==> src/rtl/bcd2ascii.sv <==
// Packed BCD digits to an ASCII byte stream, with optional leading-zero suppression and terminator.
// First byte 2+k cycles after conv (k = skipped zeros); each byte holds until out_val && out_rdy.
module bcd2ascii #(
  parameter int         DEC_W       = 8,
  parameter bit         LZ_SUPPRESS = 1'b1,
  parameter bit         TERM_EN     = 1'b1,
  parameter logic [7:0] TERM_CHAR   = 8'h0A
) (
  input  logic                  clk,
  input  logic                  rst,
  input  logic [DEC_W-1:0][3:0] in,
  input  logic                  conv,
  output logic                  rdy,
  output logic                  err,
  output logic [7:0]            out_dat,
  output logic                  out_val,
  input  logic                  out_rdy,
  output logic                  out_last
);

  localparam int            IW      = (DEC_W > 1) ? $clog2(DEC_W) : 1;
  localparam logic [IW-1:0] IDX_TOP = IW'(DEC_W - 1);

  typedef enum logic [1:0] {IDLE, SCAN, SEND, TERM} state_t;

  state_t                  state, state_nxt;
  logic [IW-1:0]           idx, idx_nxt;
  logic [DEC_W-1:0][3:0]   dig;
  logic                    load;
  logic                    err_nxt;
  logic                    bad;
  logic [3:0]              cur;

  always_comb begin
    bad = 1'b0;
    for (int i = 0; i < DEC_W; i++) begin
      if (in[i] > 4'd9) bad = 1'b1;
    end
  end

  assign cur = dig[idx];

  always_ff @(posedge clk or posedge rst) begin
    if (rst) begin
      state <= IDLE;
      idx   <= '0;
      dig   <= '0;
      err   <= 1'b0;
    end else begin
      state <= state_nxt;
      idx   <= idx_nxt;
      err   <= err_nxt;
      if (load) dig <= in;
    end
  end

  always_comb begin
    state_nxt = state;
    idx_nxt   = idx;
    load      = 1'b0;
    err_nxt   = 1'b0;
    case (state)
      IDLE: begin
        if (conv) begin
          if (bad) begin
            err_nxt = 1'b1;
          end else begin
            load      = 1'b1;
            idx_nxt   = IDX_TOP;
            state_nxt = SCAN;
          end
        end
      end
      SCAN: begin
        // the units digit always goes out, so an all-zero value prints "0"
        if (LZ_SUPPRESS && (cur == 4'd0) && (idx != '0)) idx_nxt = idx - IW'(1);
        else                                              state_nxt = SEND;
      end
      SEND: begin
        if (out_rdy) begin
          if (idx != '0) idx_nxt = idx - IW'(1);
          else           state_nxt = TERM_EN ? TERM : IDLE;
        end
      end
      TERM: begin
        if (out_rdy) state_nxt = IDLE;
      end
      default: state_nxt = IDLE;
    endcase
  end

  // outputs are decoded from registered state only, so they stay put while stalled
  always_comb begin
    out_dat = 8'h00;
    case (state)
      SEND:    out_dat = 8'h30 + {4'h0, cur};
      TERM:    out_dat = TERM_CHAR;
      default: out_dat = 8'h00;
    endcase
  end

  assign rdy      = (state == IDLE);
  assign out_val  = (state == SEND) || (state == TERM);
  assign out_last = (state == TERM) || ((state == SEND) && (idx == '0) && !TERM_EN);

endmodule

==> config.mk <==
export PLATFORM = sky130hd
export DESIGN_NAME = bcd2ascii
export DESIGN_NICKNAME = d
export VERILOG_FILES = /design/src/rtl/bcd2ascii.sv
export SDC_FILE = /design/constraint.sdc
export NUM_CORES = 1
export LEC_CHECK = 0
export CORE_UTILIZATION = 40
export DETAILED_ROUTE_END_ITERATION = 8
export PLACE_DENSITY = 0.69
export SLEW_MARGIN = 20
export SYNTH_ARGS = -nofsm -noshare
export SYNTH_HDL_FRONTEND = slang
export SYNTH_SLANG_ARGS = --single-unit
==> constraint.sdc <==
create_clock -name clk -period 2.05 [get_ports clk]
set_clock_uncertainty 0.05 [all_clocks]
set_input_delay 0.615 -clock clk [delete_from_list [all_inputs] [get_ports clk]]
set_output_delay 0.615 -clock clk [all_outputs]
set_load 0.03 [all_outputs]
-- Yosys cells after proc, flatten, opt, wreduce, memory -nomap -nowiden
Cells that the tools add are included.
- bits in writable memories: 0
- register bits after elaboration: 38
- latch bits: 0
- word-level logic and storage cells: 71
- input bits: 36
- memories: 0
- bits in read-only memories: 0
- equality and inequality tests: 11
- order comparisons: 9
- bitwise gates (word level): 0
- muxes and demuxes: 30
- reductions and logical operators: 8
- add/subtract/negate cells: 2
- divide/modulo/power cells: 0
- shift operators: 0
- multiply operators: 0
- operators by type and width (cell ; count):
    > comparator 4 bit, second input constant ; 8
    inequality test 2 bit, second input constant ; 8
    2-to-1 mux 3 bit ; 5
    2-to-1 mux 1 bit ; 14
    case mux 7 bit (2 select lines) ; 1
    binary-select mux 4 bit (select 3 bit) ; 1
    2-to-1 mux 2 bit ; 6
    AND reduction 6 bit ; 2
    case mux 3 bit (3 select lines) ; 1
    case mux 2 bit (4 select lines) ; 1
    adder 6 x 4 -> 7 bit, first input constant ; 1
    nonzero test 3 bit ; 2
    equality test 2 bit, second input constant ; 2
    zero test 4 bit ; 1
    < comparator 3 x 4 -> 1 bit, second input constant ; 1
    2-to-1 mux 4 bit ; 1
    subtractor 3 x 1 -> 3 bit, second input constant ; 1
    equality test 2 x 1 -> 1 bit, second input constant ; 1
    zero test 2 bit ; 1
    logical AND 1 bit ; 1
    logical OR 1 bit ; 1

-- Logic depth before layout (Yosys ltp)
Gate-level depths: netlist of the first run.
- word-level depth: 12
- gate-level depth with buffers: 7
- depth with buffers taken out: 7

-- Worst setup path after synthesis of the first run
Ideal clock, no wire load.
- kind: register -> register
- start: register state[0]
- end: register dig[0] (netlist bit)
- path buffers: 1
- cell stages (with the launch flop): 7
- setup time: 0.125 ns
- setup slack: -0.173 ns
- period minus slack after synthesis: 2.223 ns
- required time: 1.875 ns
- arrival time: 2.048 ns
- cells stage by stage: dfrtp_1 inv_1 ha_1 nand2_1 nor3_1 clkbuf_1 mux2_2
- cells in the longest elaborated chain, start to end: 2
- RTL lines (element ; RTL line ; RTL):
    start: declaration ; 26 ; state_t state, state_nxt;
    start signal: assignment ; 50 ; state <= state_nxt;
    zero test 2 bit ; n/a ;
    named net rdy ; 13 ; output logic rdy,
    2-to-1 mux 1 bit ; 62 ; case (state)
    end signal: assignment ; 53 ; if (load) dig <= in;
    end: declaration ; 28 ; logic [DEC_W-1:0][3:0] dig;
The timed path passes the listed nets, and every way through them passes these cells.
A chain may end at the register's enable or synchronous reset.

-- Final worst setup path of the first run
- start: register idx[2]
- end: output port out_dat[0]
- cells in the longest elaborated chain, start to end: 4
- RTL lines (element ; RTL line ; RTL):
    start: declaration ; 27 ; logic [IW-1:0] idx, idx_nxt;
    start signal: assignment ; 51 ; idx <= idx_nxt;
    binary-select mux 4 bit (select 3 bit) ; 41 ; assign cur = dig[idx];
    2-to-1 mux 4 bit (not written as such) ; 41 ;
    adder 6 x 4 -> 7 bit ; 96 ; SEND: out_dat = 8'h30 + {4'h0, cur};
    case mux 7 bit (2 select lines) ; 95 ; case (state)
    end: declaration ; 15 ; output logic [7:0] out_dat,
Every way passes these cells. The select of a mux whose other input is x is not followed.

==> results of run 1 <==
-- cells by family after synthesis --
| family | after synthesis | synth area share (%) |
|---|---|---|
| other | 1 | 0.1880 |
| adder cells (fa/ha/maj) | 6 | 3.764 |
| flip-flops | 38 | 47.68 |
| buffers and inverters | 18 | 4.329 |
| AND/OR/NAND/NOR | 18 | 4.894 |
| AO/OA/AOI/OAI | 18 | 5.709 |
| multiplexers | 48 | 33.44 |
-- routing by layer --
metal | track usage, % | part of all wire, % | wire (um) | vias up
met5 | 0 | 0 | 0 | -
met4 | 10.46 | 3.2 | 172 | 0
met3 | 4.144 | 5.1 | 269 | 14
met2 | 38.21 | 54 | 2836 | 65
met1 | 26.05 | 38 | 2020 | 758
li1 | - | - | - | 689
-- what timing repair did --
| action | in CTS | in global routing |
|---|---|---|
| cloned | 2 | 1 |
| hold buffers | 0 | 0 |
| resized for setup | 153 | 19 |
| setup buffers | 7 | 4 |
| endpoints found under the setup margin | 43 | 37 |
| pin swaps | 12 | 8 |
-- cell usage in the layout, fill, tap and decap left out, types with 3 or more instances in the layout --
cell             count
clkdlybuf4s15_1     11
nand4_1              3
dfrtp_2              3
o21ai_2              6
mux2_2              19
mux2_4              17
nor2_1               3
buf_12               4
clkdlybuf4s50_1     12
buf_2                8
inv_1               10
clkdlybuf4s15_2      5
ha_4                 3
mux4_2               8
ha_1                 3
mux2i_4              3
clkbuf_8             5
dfrtp_1             35
buf_6               12
buf_4               26
-- cell type report --
type / count / area share (%)
sequential: 38 / 30.42
inverter: 11 / 1.396
tap: 67 / 2.671
timing repair buffer: 81 / 25.44
multi-input combinational: 92 / 35.69
clock inverter: 3 / 2.193
clock buffer: 5 / 2.193
-- worst paths after layout --
kind	start	to	slack [ns]
max	idx[2]	out_dat[0]	-0.49
min	dig[22]	dig[22]	0.46
max reg2reg	idx[2]	idx[1]	-0.41
min reg2reg	dig[22]	dig[22]	0.46
max in group asynchronous	rst	state[1]	1.13
min in group asynchronous	rst	idx[0]	0.62
-- worst register-to-register path, stage by stage (launching register included) --
cell and delay (ns):
dfrtp_2 0.42, buf_6 0.11, mux4_2 0.49, mux2_4 0.29
buf_4 0.14, nor2_4 0.06, nand4_1 0.17, a21o_2 0.30
mux2_4 0.31
-- stage by stage --
stage	util, %	TNS (ns)
after floorplan	-	-0.3247
after global placement	56.84	-23.39
after detailed placement	56.84	-25.79
after CTS	64.29	-3.799
after global routing	66.00	-4.316
final	66.00	-3.543
-- power groups by stage --
stage | sequential, W | combinational, W | clock, W
3_3_place_gp | 0.00106 | 0.00154 | 0
6_report | 0.00107 | 0.00203 | 0.000766
2_1_floorplan | 0.00103 | 0.00103 | 0
5_1_grt | 0.00109 | 0.00216 | 0.000813
4_1_cts | 0.00106 | 0.00186 | 0.000780
3_5_place_dp | 0.00107 | 0.00160 | 0
-- registers in the layout (all words and copies together), names as in the netlist --
name / count
idx: 3
dig: 32
err: 1
state: 2
==> impl_results.md, run 1 <==
- Status: finished, violations left
- Violated checks: negative setup slack
- First-pass GRT wire length: 8328 um
- CTS tree: done
- Area grow syn2layout: 57.34%
- Post-synth top area cell: dfrtp_1
- CP top delay family: multiplexers
- Max cap viols: 0
- Initial cell density of the core: 41.95%
- Minimum clock period: 2.543 ns
- Core footprint: 0.004755 mm^2
- Finished Layout Cells: 297
- Worst VDD drop: 576.1 uV
- CTS Buffer Depth: 2
- Fraction of layout cells with a size suffix above 1: 59.57%
- Cell variety after synth: 31
- Multi-input gate area: 0.001120 mm^2
- Clk_lat worst skew: 0.29 ns
- Wire length per cell: 17.84 um
- DP Cell Count: 276
- Worst Hold Path Cells: 1
- Root buffer cell: clkbuf_8
- Post-DP HPWL: 3460 um
- Switching share of power: 33.96%
- GR Util All Layers: 21.90%
- DIE WIDTH: 72.61 um
- Worst setup SP type: flip-flop
- Most common cell in the synthesized netlist: dfrtp_1
- FFs w/ async S/R, synth: 100.0%
- Most frequent cells after synthesis: 38 x dfrtp_1, 32 x mux2_2, 11 x inv_1
- WS Path Type: flip-flop to output pin
- HP Class: flip-flop to flip-flop
- Register area share after synthesis: 47.68%
- Largest net degree at the start of global routing: 39
- Clk pin slew, worst setup/hold paths: 0.08 ns
- Post-synth top area share: 47.68%
- Cell Pwr Density: 1232 mW/mm^2
- Static Leakage: 1.486 nW
- Die Footprint: 0.005272 mm^2
- F_max: 0.3932 GHz
- Max-slew violation count: 0
- Crit path largest cell delay: 0.49 ns
- Total gr overflow: 0
- Int Pwr: 0.002553 W
- Final nets: 271
- Pre-CTS WS: -0.6745 ns
- Most frequent CP cell: buf_6
- Flop pwr share: 27.7%
- Cell area after placement: 0.002703 mm^2
- WL final: 5299 um
- Vias: 1526
- Number of global-route vias before repair: 1640
- IO Pins: 48
- Clk pwr share: 19.8%
- TritonCTS buffer count: 5
- Psw: 0.001313 W
- # DRC: 0
- Required @ worst endpoint: 1.38 ns
- Fill cell count: 359
- Unrepaired setup endpoints after global routing: yes
- Ranking of synthesized cells by area: dfrtp_1 48%, mux2_2 18%, mux4_1 9.2%
- Post-DR vias/cell: 5.138
- R2R depth: 8
- Placer Congestion: 0.8464
- Setup Viol. Count Final: 9
- Crit path DAT: 1.88 ns
- CP Depth: 5
- Antenna cells: 0
- Num Clock Sinks: 38
- Element type at the critical path end: output pin
- Router iterations before antenna repair: 4
- Syn Inst Count: 147
- Ys Warns: 0
- Worst Hold Slack: 0.4573 ns
- Hold Vio Cnt, Final: 0
- Finished Cell Area: 0.003138 mm^2
- Htree depth: 2
- Buf/Inv on CP: 2
- I/O Buffers: 45
- Die H: 72.61 um
- Crit-path slowest cell: mux4_2
- Drt initial violations: 49
- Ys flop type: dfrtp_1
- Mean Syn Cell Area: 13.57 um^2
- Number of synthesized register bits: 38
- EDFF count, synth: 0
- Reg area: 954.7 um^2
- ANT nets after route: 0
- PnR Total Power: 0.003865 W
- Logic gate share of total power: 52.5%
- Core Rows: 25
- Fin crit share: 124.1%
- Initial antenna violation count: 0
- Critical-path cell list: buf_6, mux4_2, mux2_4, and2_4, buf_6
- Mapped cell area: 0.001994 mm^2
- PnR worst setup slack: -0.4933 ns
- Max Fanout on Critical Path: 4
(Power assumes the default switching activity.)
==> run 2, diff against run 1 <==
--- a/config.mk
+++ b/config.mk
@@ -5,9 +5,8 @@
 export SDC_FILE = /design/constraint.sdc
 export NUM_CORES = 1
 export LEC_CHECK = 0
-export CORE_UTILIZATION = 40
+export CORE_UTILIZATION = 35
 export DETAILED_ROUTE_END_ITERATION = 8
-export PLACE_DENSITY = 0.69
 export SLEW_MARGIN = 20
 export SYNTH_ARGS = -nofsm -noshare
 export SYNTH_HDL_FRONTEND = slang
==> run 2 against run 1 <==
The flow still finishes with violations (negative setup slack); global-route usage down 2.8 points; sequential cell count unchanged; total power shrank 6.8%; register-to-register slack hardly changed; core utilization decreased by 8.7 points; clock power shrank 29%; critical path type unchanged; critical endpoint unchanged.
==> impl_results.md, run 2 (synthesis gave the netlist of run 1 again) <==
- Wire length per cell: 17.27 um
- Num Clock Sinks: 38
- Commonest non-fill, non-tap cells in the layout: 39 x buf_4, 36 x dfrtp_1, 27 x mux2_4
- Cell area after placement: 0.002774 mm^2
- Number of flip-flops in the largest register: 32
- ANT nets after route: 0
- Crit path DAT: 1.92 ns
- Buf/Inv on CP: 2
- Static Leakage: 1.508 nW
- Initial antenna violation count: 0
- Final nets: 278
- Die Footprint: 0.006004 mm^2
- IO Pins: 48
- Die H: 77.49 um
- Psw: 0.001274 W
- Logic gate share of total power: 55.2%
- PnR Total Power: 0.003601 W
- Router iterations before antenna repair: 4
- Status: finished, violations left
- Critical-path cell list: buf_6, mux4_2, mux2_4, and2_4, buf_6
- Most common cell after layout, fill and taps aside: buf_4
- Cell Pwr Density: 1141 mW/mm^2
- Clk pwr share: 15.1%
- Max Fanout on Critical Path: 5
- Post-DP HPWL: 3643 um
- Antenna cells: 0
- Core Rows: 27
- Root buffer cell: clkbuf_8
- Vias: 1531
- Max-slew violation count: 0
- CTS tree: done
- DIE WIDTH: 77.49 um
- Area grow syn2layout: 58.28%
- WL final: 5335 um
- GR Util All Layers: 19.14%
- Most flop-heavy register: dig
- Crit-path slowest cell: mux4_2
- TritonCTS buffer count: 5
- DP Cell Count: 290
- Fraction of layout cells with a size suffix above 1: 58.65%
- R2R depth: 8
- Total gr overflow: 0
- Worst VDD drop: 857.1 uV
- Violated checks: negative setup slack
- Setup Viol. Count Final: 9
- Finished Layout Cells: 309
- PnR worst setup slack: -0.5348 ns
- Largest net degree at the start of global routing: 39
- Most frequent CP cell: buf_6
- I/O Buffers: 45
- Drt initial violations: 95
- Minimum clock period: 2.585 ns
- CP top delay family: multiplexers
- HP Class: flip-flop to flip-flop
- Flop pwr share: 29.6%
- Placer Congestion: 0.8356
- Worst setup SP type: flip-flop
- CP Depth: 5
- Regs by FF count: dig: 32 flops, idx: 3 flops, state: 2 flops
- Clk_lat worst skew: 0.29 ns
- Hold Vio Cnt, Final: 0
- Required @ worst endpoint: 1.38 ns
- Setup total negative slack: -3.787 ns
- Switching share of power: 35.39%
- Worst Hold Path Cells: 1
- Crit path largest cell delay: 0.51 ns
- Post-DR vias/cell: 4.955
- Finished Cell Area: 0.003157 mm^2
- First-pass GRT wire length: 8721 um
- # DRC: 0
- CTS Buffer Depth: 2
- Initial cell density of the core: 36.22%
- Max cap viols: 0
- Clk pin slew, worst setup/hold paths: 0.08 ns
- Post-layout util: 57.33%
- WS Path Type: flip-flop to output pin
- Htree depth: 2
- Fin crit share: 126.1%
- Unrepaired setup endpoints after global routing: yes
- Core footprint: 0.005507 mm^2
- Element type at the critical path end: output pin
- Number of global-route vias before repair: 1712
- Int Pwr: 0.002327 W
- F_max: 0.3869 GHz
==> run 2: timing repair <==
action | CTS | global route
gates cloned | 2 | 1
pin swaps | 12 | 8
hold buffers | 0 | 0
endpoints found under the setup margin | 42 | 45
resized for setup | 123 | 30
setup buffers | 6 | 3
==> run 2: worst register-to-register path, delay by kind of cell (launching register included) <==
| kind | cells | cell delay (ns) |
|---|---|---|
| buffers and inverters | 2 | 0.25 |
| AOI/OAI and AO/OA | 1 | 0.27 |
| and+or+nand+nor | 2 | 0.24 |
| muxes | 3 | 1.10 |
| DFF | 1 | 0.45 |
==> run 2: path summary, 6_finish.rpt <==
check	start	end	slack, ns
setup / recovery	idx[2]	out_dat[0]	-0.53
hold / removal	dig[13]	dig[13]	0.46
setup reg to reg	idx[2]	idx[1]	-0.42
hold reg to reg	dig[13]	dig[13]	0.46
max in group asynchronous	rst	idx[1]	1.11
min in group asynchronous	rst	dig[4]	0.63
==> run 2: area by class of cell <==
cell class | instances | area [um^2]
inverters | 11 | 41.29
fillers | 453 | 2350
well taps | 72 | 90.09
flip-flops and latches | 38 | 953.4
repair buffers | 88 | 837.1
clock buffers | 6 | 82.58
multi-input cells | 92 | 1140
clock inverters | 2 | 12.51
==> run 2: through the flow <==
step	hold WS (ns)	setup slack, ns
2_1_floorplan	0.4220	-0.09453
3_3_place_gp	0.4339	-0.7938
3_5_place_dp	0.4387	-0.7945
4_1_cts	0.4629	-0.5388
5_1_grt	0.4814	-0.5868
6_report	0.4640	-0.5348
==> run 2: metal layers <==
metal	wire [um]	part of all wire (%)	vias up	track usage, %
met5	0	0	-	0
met4	123	2.3	0	7.736
met3	251	4.7	10	4.353
met2	2633	49	53	30.88
met1	2328	44	765	24.79
li1	-	-	703	-
==> run 2: power groups by stage <==
stage / clock network [W] / registers (W) / logic [W]
2_1_floorplan: 0 / 0.00103 / 0.00103
3_3_place_gp: 0 / 0.00105 / 0.00160
3_5_place_dp: 0 / 0.00106 / 0.00165
4_1_cts: 0.000552 / 0.00106 / 0.00183
5_1_grt: 0.000592 / 0.00109 / 0.00211
6_report: 0.000545 / 0.00107 / 0.00199
